<file path="src/rtl/sfifo_wb_bridge.sv">
// sfifo_wb_bridge: WISHBONE slave bridging a sync FIFO, byte mailbox, BP tick counter, RT command, DIN/DOUT/ESTOP and ADC words
// Ports: wb_clk_i/wb_rst_n_i clock and async active-low reset; wb_* WISHBONE slave (word index on wb_adr_i);
// sfifo_* FIFO pop side; mbox_* byte mailbox push side; sfifo_bp_tick_i async tick; rt_cmd_i/rt_cmd_rst_o
// RT command and its read strobe; alarm_i forces DOUT to ESTOP; din_i/adc_i read-only inputs; dout_o outputs.
module sfifo_wb_bridge #(
  parameter int WB_AW     = 8,
  parameter int SFIFO_DW  = 16,
  parameter int DIN_N     = 2,
  parameter int DOUT_N    = 1,
  parameter int ADC_CH    = 16,
  parameter int ADC_W     = 12,
  parameter int SFIFO_TMO = 1023
) (
  input  logic                    wb_clk_i,
  input  logic                    wb_rst_n_i,
  input  logic                    wb_cyc_i,
  input  logic                    wb_stb_i,
  input  logic                    wb_we_i,
  input  logic [3:0]              wb_sel_i,
  input  logic [WB_AW-1:2]        wb_adr_i,
  input  logic [31:0]             wb_dat_i,
  output logic [31:0]             wb_dat_o,
  output logic                    wb_ack_o,
  output logic                    wb_err_o,
  output logic                    sfifo_rd_o,
  input  logic                    sfifo_empty_i,
  input  logic                    sfifo_full_i,
  input  logic [SFIFO_DW-1:0]     sfifo_di,
  output logic                    mbox_wr_o,
  output logic [7:0]              mbox_do_o,
  input  logic                    mbox_full_i,
  input  logic                    mbox_afull_i,
  input  logic                    mbox_empty_i,
  input  logic                    sfifo_bp_tick_i,
  input  logic [31:0]             rt_cmd_i,
  output logic                    rt_cmd_rst_o,
  input  logic                    alarm_i,
  input  logic [32*DIN_N-1:0]     din_i,
  input  logic [ADC_W*ADC_CH-1:0] adc_i,
  output logic [32*DOUT_N-1:0]    dout_o
);
  localparam int IW = WB_AW - 2;
  localparam int TW = $clog2(SFIFO_TMO + 1);
  typedef enum logic {IDLE, SEND} st_t;
  st_t         r_state, w_nstate;
  logic [1:0]  r_lane;
  logic [31:0] r_mdat;
  logic [3:0]  r_msel;
  logic [TW-1:0] r_wait;
  logic [2:0]  r_sync;
  logic [31:0] r_bp, r_rt, r_dat;
  logic        r_ack, r_err, r_rd, r_rt_d, r_tmo;
  logic [31:0] r_dout [DOUT_N];
  logic [31:0] r_estop [DOUT_N];
  logic [IW-1:0] w_idx;
  logic [31:0] w_rdata, w_sf_data;
  logic w_req, w_sf_sel, w_sf_wait, w_tmo, w_mb_sel, w_mb_stall, w_go, w_wr, w_rt_sel, w_mb_acc, w_adv, w_mb_wr;
  assign w_idx      = wb_adr_i;
  // masking with ack/err keeps a held strobe from being serviced twice in a row
  assign w_req      = wb_cyc_i & wb_stb_i & ~wb_ack_o & ~wb_err_o;
  assign w_sf_sel   = w_req & ~wb_we_i & (w_idx == IW'(2));
  assign w_sf_wait  = w_sf_sel & sfifo_empty_i;
  assign w_tmo      = w_sf_wait & (r_wait == TW'(SFIFO_TMO - 1));
  assign w_mb_sel   = w_req & wb_we_i & (w_idx == IW'(3));
  assign w_mb_stall = w_mb_sel & ((r_state == SEND) | mbox_full_i);
  assign w_go       = w_req & ~w_sf_wait & ~w_mb_stall;
  assign w_wr       = w_go & wb_we_i;
  assign w_mb_acc   = w_go & w_mb_sel;
  assign w_rt_sel   = w_req & ~wb_we_i & (w_idx == IW'(4));
  assign w_sf_data  = 32'(sfifo_di) << (32 - SFIFO_DW);
  assign wb_dat_o     = r_dat;
  assign wb_ack_o     = r_ack;
  assign wb_err_o     = r_err;
  assign sfifo_rd_o   = r_rd;
  assign rt_cmd_rst_o = w_rt_sel | r_rt_d;
  assign mbox_wr_o    = w_mb_wr;
  for (genvar g = 0; g < DOUT_N; g++) begin : g_dout
    assign dout_o[32*g +: 32] = r_dout[g];
  end
  always_comb begin
    w_rdata = '0;
    if (w_idx == IW'(0)) w_rdata = r_bp;
    if (w_idx == IW'(1)) w_rdata = {26'd0, r_tmo, mbox_empty_i, mbox_afull_i, mbox_full_i, sfifo_full_i, sfifo_empty_i};
    if (w_idx == IW'(2)) w_rdata = w_sf_data;
    if (w_idx == IW'(4)) w_rdata = r_rt;
    if (w_idx == IW'(5)) w_rdata = {31'd0, r_tmo};
    for (int i = 0; i < DIN_N; i++) if (w_idx == IW'(8 + i)) w_rdata = din_i[32*i +: 32];
    for (int i = 0; i < DOUT_N; i++) begin
      if (w_idx == IW'(12 + i)) w_rdata = r_dout[i];
      if (w_idx == IW'(16 + i)) w_rdata = r_estop[i];
    end
    for (int k = 0; k < ADC_CH/2; k++)
      if (w_idx == IW'(32 + k)) w_rdata = {16'(adc_i[2*k*ADC_W +: ADC_W]), 16'(adc_i[(2*k+1)*ADC_W +: ADC_W])};
  end
  always_ff @(posedge wb_clk_i or negedge wb_rst_n_i) begin
    if (!wb_rst_n_i) begin
      r_ack  <= 1'b0;
      r_err  <= 1'b0;
      r_rd   <= 1'b0;
      r_dat  <= '0;
      r_wait <= '0;
      r_tmo  <= 1'b0;
      r_sync <= '0;
      r_bp   <= '0;
      r_rt   <= '0;
      r_rt_d <= 1'b0;
    end else begin
      r_ack  <= w_go;
      r_err  <= w_tmo;
      r_rd   <= w_go & w_sf_sel;
      r_rt   <= rt_cmd_i;
      r_rt_d <= w_rt_sel;
      if (w_go & ~wb_we_i) r_dat <= w_rdata;
      r_wait <= (w_sf_wait & ~w_tmo) ? r_wait + 1'b1 : '0;
      if (w_tmo) r_tmo <= 1'b1;
      else if (w_wr & (w_idx == IW'(5)) & wb_sel_i[0] & wb_dat_i[0]) r_tmo <= 1'b0;
      // two flops resynchronise the tick, the third detects its rising edge
      r_sync <= {r_sync[1:0], sfifo_bp_tick_i};
      if (r_sync[1] & ~r_sync[2]) r_bp <= r_bp + 1'b1;
    end
  end
  always_ff @(posedge wb_clk_i or negedge wb_rst_n_i) begin
    if (!wb_rst_n_i) begin
      for (int i = 0; i < DOUT_N; i++) begin
        r_dout[i]  <= '0;
        r_estop[i] <= '0;
      end
    end else begin
      for (int i = 0; i < DOUT_N; i++) begin
        for (int b = 0; b < 4; b++)
          if (w_wr & wb_sel_i[b] & (w_idx == IW'(16 + i))) r_estop[i][8*b +: 8] <= wb_dat_i[8*b +: 8];
        if (alarm_i) r_dout[i] <= r_estop[i];
        else for (int b = 0; b < 4; b++)
          if (w_wr & wb_sel_i[b] & (w_idx == IW'(12 + i))) r_dout[i][8*b +: 8] <= wb_dat_i[8*b +: 8];
      end
    end
  end
  always_ff @(posedge wb_clk_i or negedge wb_rst_n_i) begin
    if (!wb_rst_n_i) begin
      r_state <= IDLE;
      r_lane  <= '0;
      r_mdat  <= '0;
      r_msel  <= '0;
    end else begin
      r_state <= w_nstate;
      if (w_mb_acc) begin
        r_mdat <= wb_dat_i;
        r_msel <= wb_sel_i;
        r_lane <= '0;
      end else if ((r_state == SEND) & w_adv) r_lane <= r_lane + 1'b1;
    end
  end
  always_comb begin
    w_adv    = ~r_msel[r_lane] | ~mbox_full_i;
    w_nstate = (r_state == IDLE) ? ((w_mb_acc & |wb_sel_i) ? SEND : IDLE)
                                 : ((w_adv & (r_lane == 2'd3)) ? IDLE : SEND);
  end
  always_comb begin
    w_mb_wr   = (r_state == SEND) & r_msel[r_lane] & ~mbox_full_i;
    mbox_do_o = r_mdat[8*r_lane +: 8];
  end
endmodule

</file>
<file path="config.mk">
export PLATFORM = sky130hd
export DESIGN_NAME = sfifo_wb_bridge
export DESIGN_NICKNAME = d
export VERILOG_FILES = /design/src/rtl/sfifo_wb_bridge.sv
export SDC_FILE = /design/constraint.sdc
export NUM_CORES = 1
export LEC_CHECK = 0
export ABC_AREA = 0
export CAP_MARGIN = 20
export CORE_ASPECT_RATIO = 0.5
export CORE_UTILIZATION = 41
export CTS_CLUSTER_DIAMETER = 200
export DETAILED_ROUTE_END_ITERATION = 6
export HOLD_SLACK_MARGIN = 0.03
export MAX_ROUTING_LAYER = met4
export PLACE_DENSITY = 0.77
export SETUP_SLACK_MARGIN = 0.2
export SLEW_MARGIN = 40
export SYNTH_ARGS = -nofsm -noshare
export SYNTH_HDL_FRONTEND = slang
export SYNTH_SLANG_ARGS = --single-unit
</file>
<file path="constraint.sdc">
create_clock -name wb_clk_i -period 1.85 [get_ports wb_clk_i]
set_input_delay 0.37 -clock wb_clk_i [delete_from_list [all_inputs] [get_ports wb_clk_i]]
set_output_delay 0.37 -clock wb_clk_i [all_outputs]
set_load 0.01 [all_outputs]
</file>
==> metrics.txt, run 1 <==
initial antenna violation count=3; hold slack=0.1345 ns; sequential share of the synthesized area=0.4478; Crit Path Max Fanout=3; R2R depth=10; fin crit period=2.207 ns; Max-Cap Viols=0; critical path class=flip-flop to output port; number of library cell types mapped by synthesis=74; Worst Hold Depth=3; CP endpoint kind=output port; failing checks=DRC, setup timing; WL per Instance=29.15 µm; share of layout cells above drive strength 1=0.3956; placed inst area=18,760 µm²; CTS clk-pin slew, worst paths=0.07 ns; Hold Path Class=input pin to flip-flop; Hold EP=r_rt_d; Slew @ Worst Pin=0.9706 ns; nets@finish=2,279; maximum VDD drop=0.7237 mV; total core area=29,010 µm²; post-route clock period utilization=1.193; post-synthesis async set-or-reset flop share=1.000; htree depth=1; synthesized area per cell=10.25 µm²; synth-to-layout area growth=86.01%; r2r startpoint=wb_err_o; Sink Count=217; clock root cell=clkbuf_16; Clk Latency, worst-skew pair=0.57 ns; overflow left after global routing=0; die area=30,310 µm²; syn nets=1,545; WP data required=1.48 ns; Cells after DPL=2,134; First DRT Iteration DRCs=1,977; skew final=0.03054 ns; drt pass-1 iters=7; leakage=0.009986 µW; Mapped Cells=1,183; Final Non-Filler Cells=2,324; synth warn=0; Post-Route WL=67,750 µm; Initial Utilization=0.4179; RR Endpoint=r_mdat[12]; startpoint types=flip-flop; CP Launch Point=r_lane[0]; Yosys reg bits=217; # IOs=435; unrepaired setup endpoints after global routing=true; DR vias=14.47k; first-pass GRT wire length=90,400 µm; Worst Path Arrival=1.84 ns; worst reg2reg setup slack=-0.27 ns; multi-input logic area=7710 µm²; clk buf depth=3; CTS tree=yes; Rel. slew slack=0.3529; Num CTS Buffers=22; Vias per Instance=6.228; largest net degree at the start of global routing=56; die width=245.2 µm; Final WS setup=-0.3572 ns; HPWL Detailed=46,260 µm; number of flops mapped to enable cells by yosys=0; RePlAce Congestion=1.074; Post-synth top flop=dfrtp_1; IO Port Bufs=434; post-route ant nets=0; Setup WS pre-CTS=-1.125 ns; Fmax=453.1 MHz; fin. max-slew vios=0; synthesized area=12,130 µm²; drt drc=12; vias in the first global route=13.64k; Final Util=0.7774; Final Instance Area=22,550 µm²; PD cells=621.0 nW/µm²; Hold Vio Cnt, Final=0; status=finished with violations; GRT Total Usage=0.4240; endpoints failing setup=127; row count=44; origin of the worst min-delay path=wb_adr_i[2]; die span in y=123.6 µm; FF+latch area=5461 µm²; Fillers=1,676
[Yosys cell counts, types with 25 or more instances]
cell type	number	area, µm²
nand3_1	25	125.1
clkbuf_1	30	112.6
a22oi_1	56	420.4
a21oi_1	78	390.4
dfrtp_1	217	5430
o21ai_0	66	330.3
nand2_1	104	390.4
buf_2	37	185.2
xnor2_1	27	236.5
mux2_2	82	923.4
mux2i_1	63	630.6
nor2_1	85	319.1
[state kept, by name, summed over array words and instances (netlist names), 2 cells and up]
name and count:
r_sync 3, r_rt 32, r_lane 2, r_estop 32, r_mdat 32, r_msel 4
r_wait 10, dout_o 32, r_bp 32, wb_dat_o 32
[kinds of logic after synthesis]
logic type                 Yosys count  share of synthesized area
xor gates and xnor gates            40                    0.02889
buffers and inverters               95                    0.04035
AOI/OAI and AO/OA                  356                     0.1972
adders and majority gates            4                   0.004128
muxes                              159                     0.1542
DFF                                217                     0.4478
and+or+nand+nor                    312                     0.1274
[final cells by class]
| class | count | area share |
|---|---|---|
| clock buffer | 31 | 0.02857 |
| clock inverter | 7 | 0.004105 |
| antenna | 2 | 0.0002219 |
| tap | 391 | 0.02169 |
| timing repair buffer | 793 | 0.3599 |
| sequential | 217 | 0.2422 |
| inverter | 9 | 0.001498 |
| multi-input combinational | 874 | 0.3418 |
[cell usage in the layout, fill, tap and decap left out, types with 30 or more instances in the layout]
master           synthesis  layout
dfrtp_1                217     192
a21oi_1                 78      63
nand2_1                104      59
a22oi_1                 56      51
nor2_1                  85      61
clkdlybuf4s50_1          0     349
dlygate4sd2_1            0      34
buf_4                    9     227
buf_6                    7      74
mux2_4                   0      68
mux2i_1                 63      63
o21ai_2                  0      30
buf_12                   0      44
[metal layers]
metal,GRT usage,part of all wire
met1,0.5787,0.40
met2,0.6285,0.44
met3,0.1129,0.13
met4,0.1023,0.035
met5,-,0
[metrics by stage]
| stage | total power (µW) | TNS [ns] |
|---|---|---|
| after floorplan | 6427 | -6.499 |
| after global placement | 8473 | -128.05 |
| after detailed placement | 8549 | -132.48 |
| after CTS | 13540 | -14.04 |
| after global routing | 14340 | -30.94 |
| final | 14010 | -22.83 |
[repair_timing]
item	in CTS	in global routing
gates cloned	15	1
endpoints found under the setup margin	245	197
gates resized for setup	455	156
hold endpoints to repair	47	0
pin swaps	93	67
setup buffers	99	34
hold buffers	1	0
[power by group]
part | internal (µW) | switching [µW] | leakage, µW
clock | 2600 | 2230 | 0.000364
combinational | 2060 | 1690 | 0.00680
sequential | 5070 | 352 | 0.00283
[critical path, stage by stage, from the launching register on]
cell and delay (ns):
dfrtp_2 0.42, mux4_2 0.53, and3b_1 0.19, buf_2 0.14
[how the worst max path moves through the flow]
stage | to | slack [ns] | cells past startpoint
finish | mbox_wr_o | -0.36 | 3
global route | mbox_wr_o | -0.38 | 3
global placement | wb_dat_o[26] | -1.15 | 11
detailed placement | wb_dat_o[26] | -1.13 | 11
CTS | mbox_wr_o | -0.35 | 3
floorplan | wb_dat_o[22] | -0.12 | 8
No activity file was read; power rests on OpenSTA's default activity.
==> run 2, diff against run 1 <==
Settings changed: CORE_ASPECT_RATIO 0.5 to default.
==> metrics.txt, run 2 (same netlist as run 1, synthesis figures left out) <==
critical-path cell list=buf_4 -> buf_12 -> mux4_2 -> buf_6; Rel. slew slack=0.4796 (+0.1267); nets@finish=2,216 (-2.8%); Final Util=0.7642 (-0.01314); most common cell after layout, fill and taps aside=clkdlybuf4s50_1; Worst Path Arrival=1.85 ns (about the same); total power=14,590 µW (+4.2%); First DRT Iteration DRCs=1,628 (-18%); failing checks=setup timing; clock root cell=clkbuf_16; drt drc=0 (-12); CTS clk-pin slew, worst paths=0.06 ns (about the same); Final Non-Filler Cells=2,265 (-2.5%); Cells after DPL=2,106 (-1.3%); die width=174.0 µm (-29%); Max-Cap Viols=0 (unchanged); critical path class=flip-flop to output port; Hold Path Class=input pin to flip-flop; M1 wire length=22,670 µm (-16%); startpoint types=flip-flop; hold slack=0.2790 ns (+0.1445 ns); drt pass-1 iters=7 (unchanged); Top Layer Used=met4; die area=30,270 µm² (-0.14%); overflow left after global routing=0 (unchanged); RePlAce Congestion=0.9925 (-7.6%); first-pass GRT wire length=90,000 µm (-0.44%); HPWL Detailed=43,790 µm (-5.3%); endpoints failing setup=146 (+15%); initial antenna violation count=9 (+6); fin. max-slew vios=0 (unchanged); status=finished with violations; WL per Instance=27.77 µm (-4.7%); Crit Path Max Fanout=5 (+2); met3 WL=5375 µm (-37%); RR Endpoint=wb_dat_o[22]; r2r startpoint=wb_err_o; skew final=0.008127 ns (-0.02242 ns); clk buf depth=3 (unchanged); most frequent cells in the layout=349 x clkdlybuf4s50_1, 199 x dfrtp_1, 183 x buf_4; R2R depth=8 (-2); vias in the first global route=14.35k (+5.2%); largest net degree at the start of global routing=51 (-8.9%); DR vias=13.92k (-3.9%); Total Negative Setup Slacks=-32.47 ns (-9.644 ns); Slowest Stage Delay on Critical Path=0.55 ns (+0.02 ns); htree depth=1 (unchanged); post-route clock period utilization=1.203 (+0.009569); origin of the worst min-delay path=rt_cmd_i[24]; Post-Route WL=62,900 µm (-7.2%); Vias per Instance=6.144 (-1.4%); die span in y=174.0 µm (+41%); Final WS setup=-0.3749 ns (-0.01770 ns); Hold Vio Cnt, Final=0 (unchanged); total core area=28,940 µm² (-0.27%); WP data required=1.48 ns (about the same); leakage=0.009889 µW (-0.97%); met2 WL=30,500 µm (+2.0%); CP Launch Point=r_lane[0]; share of layout cells above drive strength 1=0.3675 (-0.02813); Num CTS Buffers=24 (+9.1%); GRT Total Usage=0.4085 (-0.01559); post-route ant nets=0 (unchanged); unrepaired setup endpoints after global routing=true; Fmax=449.5 MHz (-0.80%); row count=62 (+41%); synth-to-layout area growth=82.38%; Critical Path Sink=mbox_do_o[5]; Clk Latency, worst-skew pair=0.53 ns (-0.04 ns); CTS tree=yes; fin crit period=2.225 ns (+0.01770 ns); Initial Utilization=0.4191 (+0.001120); maximum VDD drop=0.6889 mV (-4.8%); worst reg2reg setup slack=-0.34 ns (-0.07 ns); CP endpoint kind=output port; Crit-path slowest cell=mux4_2; PD cells=659.7 nW/µm² (+6.2%); Slew @ Worst Pin=0.7777 ns (-0.1929 ns); IO Port Bufs=434 (unchanged); Sink Count=217 (unchanged); # IOs=435 (unchanged)
-- run 2: cell types whose count changed in the layout (fill, tap and decap cells not counted), moves of 10 or more --
cell / delta
buf_4: -44
buf_6: -10
buf_8: -10
clkdlybuf4s15_1: -15
dlygate4sd2_1: +17
nand2_2: -12
nand2_4: +13
o21ai_1: -13
-- run 2: worst min-delay path by stage --
stage / cells past startpoint / slack [ns] / to
final: 1 / 0.28 / r_rt[24]
after CTS: 1 / 0.27 / r_sync[0]
after global placement: 1 / 0.32 / r_mdat[31]
after detailed placement: 1 / 0.31 / r_mdat[31]
after floorplan: 0 / 0.07 / dout_o[0]
after global routing: 1 / 0.28 / r_sync[0]
-- run 2: per-layer routing --
metal  up-vias  GRT usage
li1       5829          -
met1      6886     0.4790
met2       935     0.6687
met4         0     0.2343
met3       266    0.06234
met5         -          -
-- run 2: final cells by class --
type	count	area [µm²]
multi-input combinational	872	7704
clock buffer	33	705.7
timing repair buffer	730	7506
antenna	9	22.52
tap	384	480.5
inverter	9	33.78
fill	1834	6822
sequential	217	5453
clock inverter	11	209.0
-- run 2: report_power, final --
part	switching [µW]	internal (µW)
clock	2080	3500
sequential	342	5070
combinational	1620	1970
-- run 2: what timing repair did --
item	in CTS	in global routing
gates resized for setup	373	173
setup buffers	70	16
cloned	14	5
pin swaps	79	50
hold endpoints to repair	45	0
hold buffers	1	0
endpoints found under the setup margin	239	191
-- run 2: worst max-delay path, delay by kind of cell (launching register included) --
family | cells | cell delay [ns]
buffers and inverters | 3 | 0.42
multiplexers | 1 | 0.55
flip-flops | 1 | 0.36
-- run 2: through the flow --
stage | cell area, µm² | setup slack, ns
floorplan | 12560 | -0.1166
global placement | 18610 | -1.113
detailed placement | 18610 | -0.9954
CTS | 21240 | -0.3418
global route | 22110 | -0.4007
finish | 22110 | -0.3749
==> run 3, diff against run 2 <==
Settings changed: CORE_AREA from default to 2 2 170 172, CORE_UTILIZATION 41 to default, DIE_AREA from default to 0 0 172 174, PLACE_DENSITY 0.77 to 0.78.
Clock period 1.85 ns to 2.69 ns, I/O delays scaled along.
==> metrics.txt, run 3 (same netlist as run 1, synthesis figures left out) <==
CTS clk-pin slew, worst paths=0.06 ns (about the same); Fillers=2,293 (+25%); leakage=0.007986 µW (-19%); overflow left after global routing=0 (unchanged); Worst Hold Depth=3 (+2); htree depth=1 (unchanged); Final Util=0.6601 (-0.1042); Crit Path Max Fanout=10 (+5); endpoints failing setup=0 (-100%); unrepaired setup endpoints after global routing=true; row count=62 (unchanged); post-route clock period utilization=0.9142; PD cells=494.5 nW/µm² (-25%); CP endpoint kind=flip-flop; Cells after DPL=2,045 (-2.9%); Vias per Instance=5.942 (-3.3%); Slew @ Worst Pin=0.6255 ns (-0.1522 ns); die area=29,930 µm² (-1.1%); Rel. slew slack=0.5786 (+0.09900); post-route ant nets=0 (unchanged); CTS tree=yes; Final WS setup=0.2309 ns (+0.6058 ns); Post-Route WL=53,890 µm (-14%); maximum VDD drop=0.4773 mV (-31%); largest net degree at the start of global routing=61 (+20%); Num CTS Buffers=24 (unchanged); initial antenna violation count=11 (+2); Clk Latency, worst-skew pair=0.52 ns (about the same); GRT Total Usage=0.3616 (-0.04682); startpoint types=input pin; Setup WS pre-CTS=-0.4173 ns (+0.5781 ns); WL per Instance=25.64 µm (-7.7%); Final Instance Area=18,640 µm² (-16%); R2R depth=6 (-2); most frequent cells in the layout=419 x clkdlybuf4s50_1, 216 x dfrtp_1, 115 x buf_4; Hold Path Class=input pin to flip-flop; synth-to-layout area growth=53.72%; die span in y=174 µm (about the same); RePlAce Congestion=1.011 (+1.9%); Worst Path Arrival=2.86 ns (+1.01 ns); vias in the first global route=12.55k (-13%); Sink Count=217 (unchanged); placed inst area=17,680 µm² (-5.0%); WP data required=3.09 ns (+1.61 ns); First DRT Iteration DRCs=1,230 (-24%); HPWL Detailed=42,950 µm (-1.9%); nets@finish=2,051 (-7.4%); IO Port Bufs=434 (unchanged); clock root cell=clkbuf_16; share of layout cells above drive strength 1=0.1822 (-0.1853); drt pass-1 iters=6 (-1); fin. max-slew vios=0 (unchanged); DR vias=12.49k (-10%); Hold Vio Cnt, Final=0 (unchanged); status=finished, final reports clean; clk buf depth=3 (unchanged); total core area=28,240 µm² (-2.4%); die width=172 µm (-1.1%); Final Non-Filler Cells=2,102 (-7.2%); critical path class=input pin to flip-flop; Total Negative Setup Slacks=0 ns (+32.47 ns); skew final=0.008541 ns (+0.0004144 ns); first-pass GRT wire length=78,350 µm (-13%); Fmax=406.6 MHz; drt drc=0 (unchanged); most common cell after layout, fill and taps aside=clkdlybuf4s50_1; Max-Cap Viols=0 (unchanged); fin crit period=2.459 ns; # IOs=435 (unchanged); Initial Utilization=0.4294 (+0.01036)
## run 3: cell types whose count changed in the layout (fill, tap and decap cells not counted), sizes merged
cell / before / now
buf: 305 / 136
clkdlybuf4s50: 349 / 419
dlygate4sd2: 51 / 8
clkdlybuf4s15: 11 / 0
clkbuf: 45 / 38
bufinv: 6 / 3
diode: 9 / 11
bufbuf: 1 / 0
dlymetal6s2s: 0 / 1
inv: 10 / 9
nand2b: 6 / 5
## run 3: path summary, 6_finish.rpt
path | slack, ns | endpoint | from
min in group asynchronous | 0.54 | r_mdat[27] | wb_rst_n_i
max in group asynchronous | 1.46 | r_estop[5] | wb_rst_n_i
worst min register to register | 0.35 | r_sync[1] | r_sync[0]
worst max register to register | 0.43 | r_bp[26] | r_bp[9]
worst min-delay path | 0.31 | r_rt_d | wb_adr_i[3]
worst max-delay path | 0.23 | wb_dat_o[7] | wb_adr_i[5]
## run 3: final cells by class
cell class / count / area, µm² / area share
diodes: 11 / 27.53 / 0.001477
flip-flops and latches: 217 / 5431 / 0.2914
well taps: 384 / 480.5 / 0.02578
repair buffers: 566 / 5514 / 0.2958
clock inverters: 7 / 113.9 / 0.006109
clock buffers: 37 / 740.7 / 0.03974
inverters: 9 / 33.78 / 0.001812
multi-input cells: 871 / 6297 / 0.3379
## run 3: power breakdown
part,internal (µW),leakage (µW),total (µW),switching [µW]
sequential,3480,0.00286,3740,255
clock,2180,0.000423,3540,1360
combinational,1100,0.00470,1940,838
total,6760,0.00799,9220,2450
## run 3: metrics by stage
| step | power, µW | hold slack, ns |
|---|---|---|
| 6_report | 9216 | 0.3078 |
| 5_1_grt | 9518 | 0.3095 |
| 4_1_cts | 9218 | 0.2886 |
| 3_5_place_dp | 5671 | 0.3427 |
| 3_3_place_gp | 5640 | 0.3413 |
| 2_1_floorplan | 4380 | 0.2424 |
## run 3: what timing repair did
item	in CTS	in global routing
hold buffers	1	0
endpoints found under the setup margin	19	49
pin swaps	1	6
resized for setup	18	15
buffers inserted	1	0
hold endpoints to repair	54	0
## run 3: worst max-delay path, stage by stage
cell	delay (ns)
clkdlybuf4s50_1	0.53
buf_4	0.19
nor2_1	0.08
and3_1	0.22
buf_4	0.19
a222oi_1	0.48
nand3_1	0.32
a22oi_2	0.20
o21ai_0	0.10
## run 3: per-layer routing
| layer | vias up | GRT usage | wire (µm) |
|---|---|---|---|
| li1 | 5484 | - | - |
| met1 | 6136 | 0.4424 | 20820 |
| met2 | 740 | 0.5845 | 25820 |
| met3 | 131 | 0.06011 | 4622 |
| met4 | 0 | 0.1684 | 2630 |
| met5 | - | - | 0 |
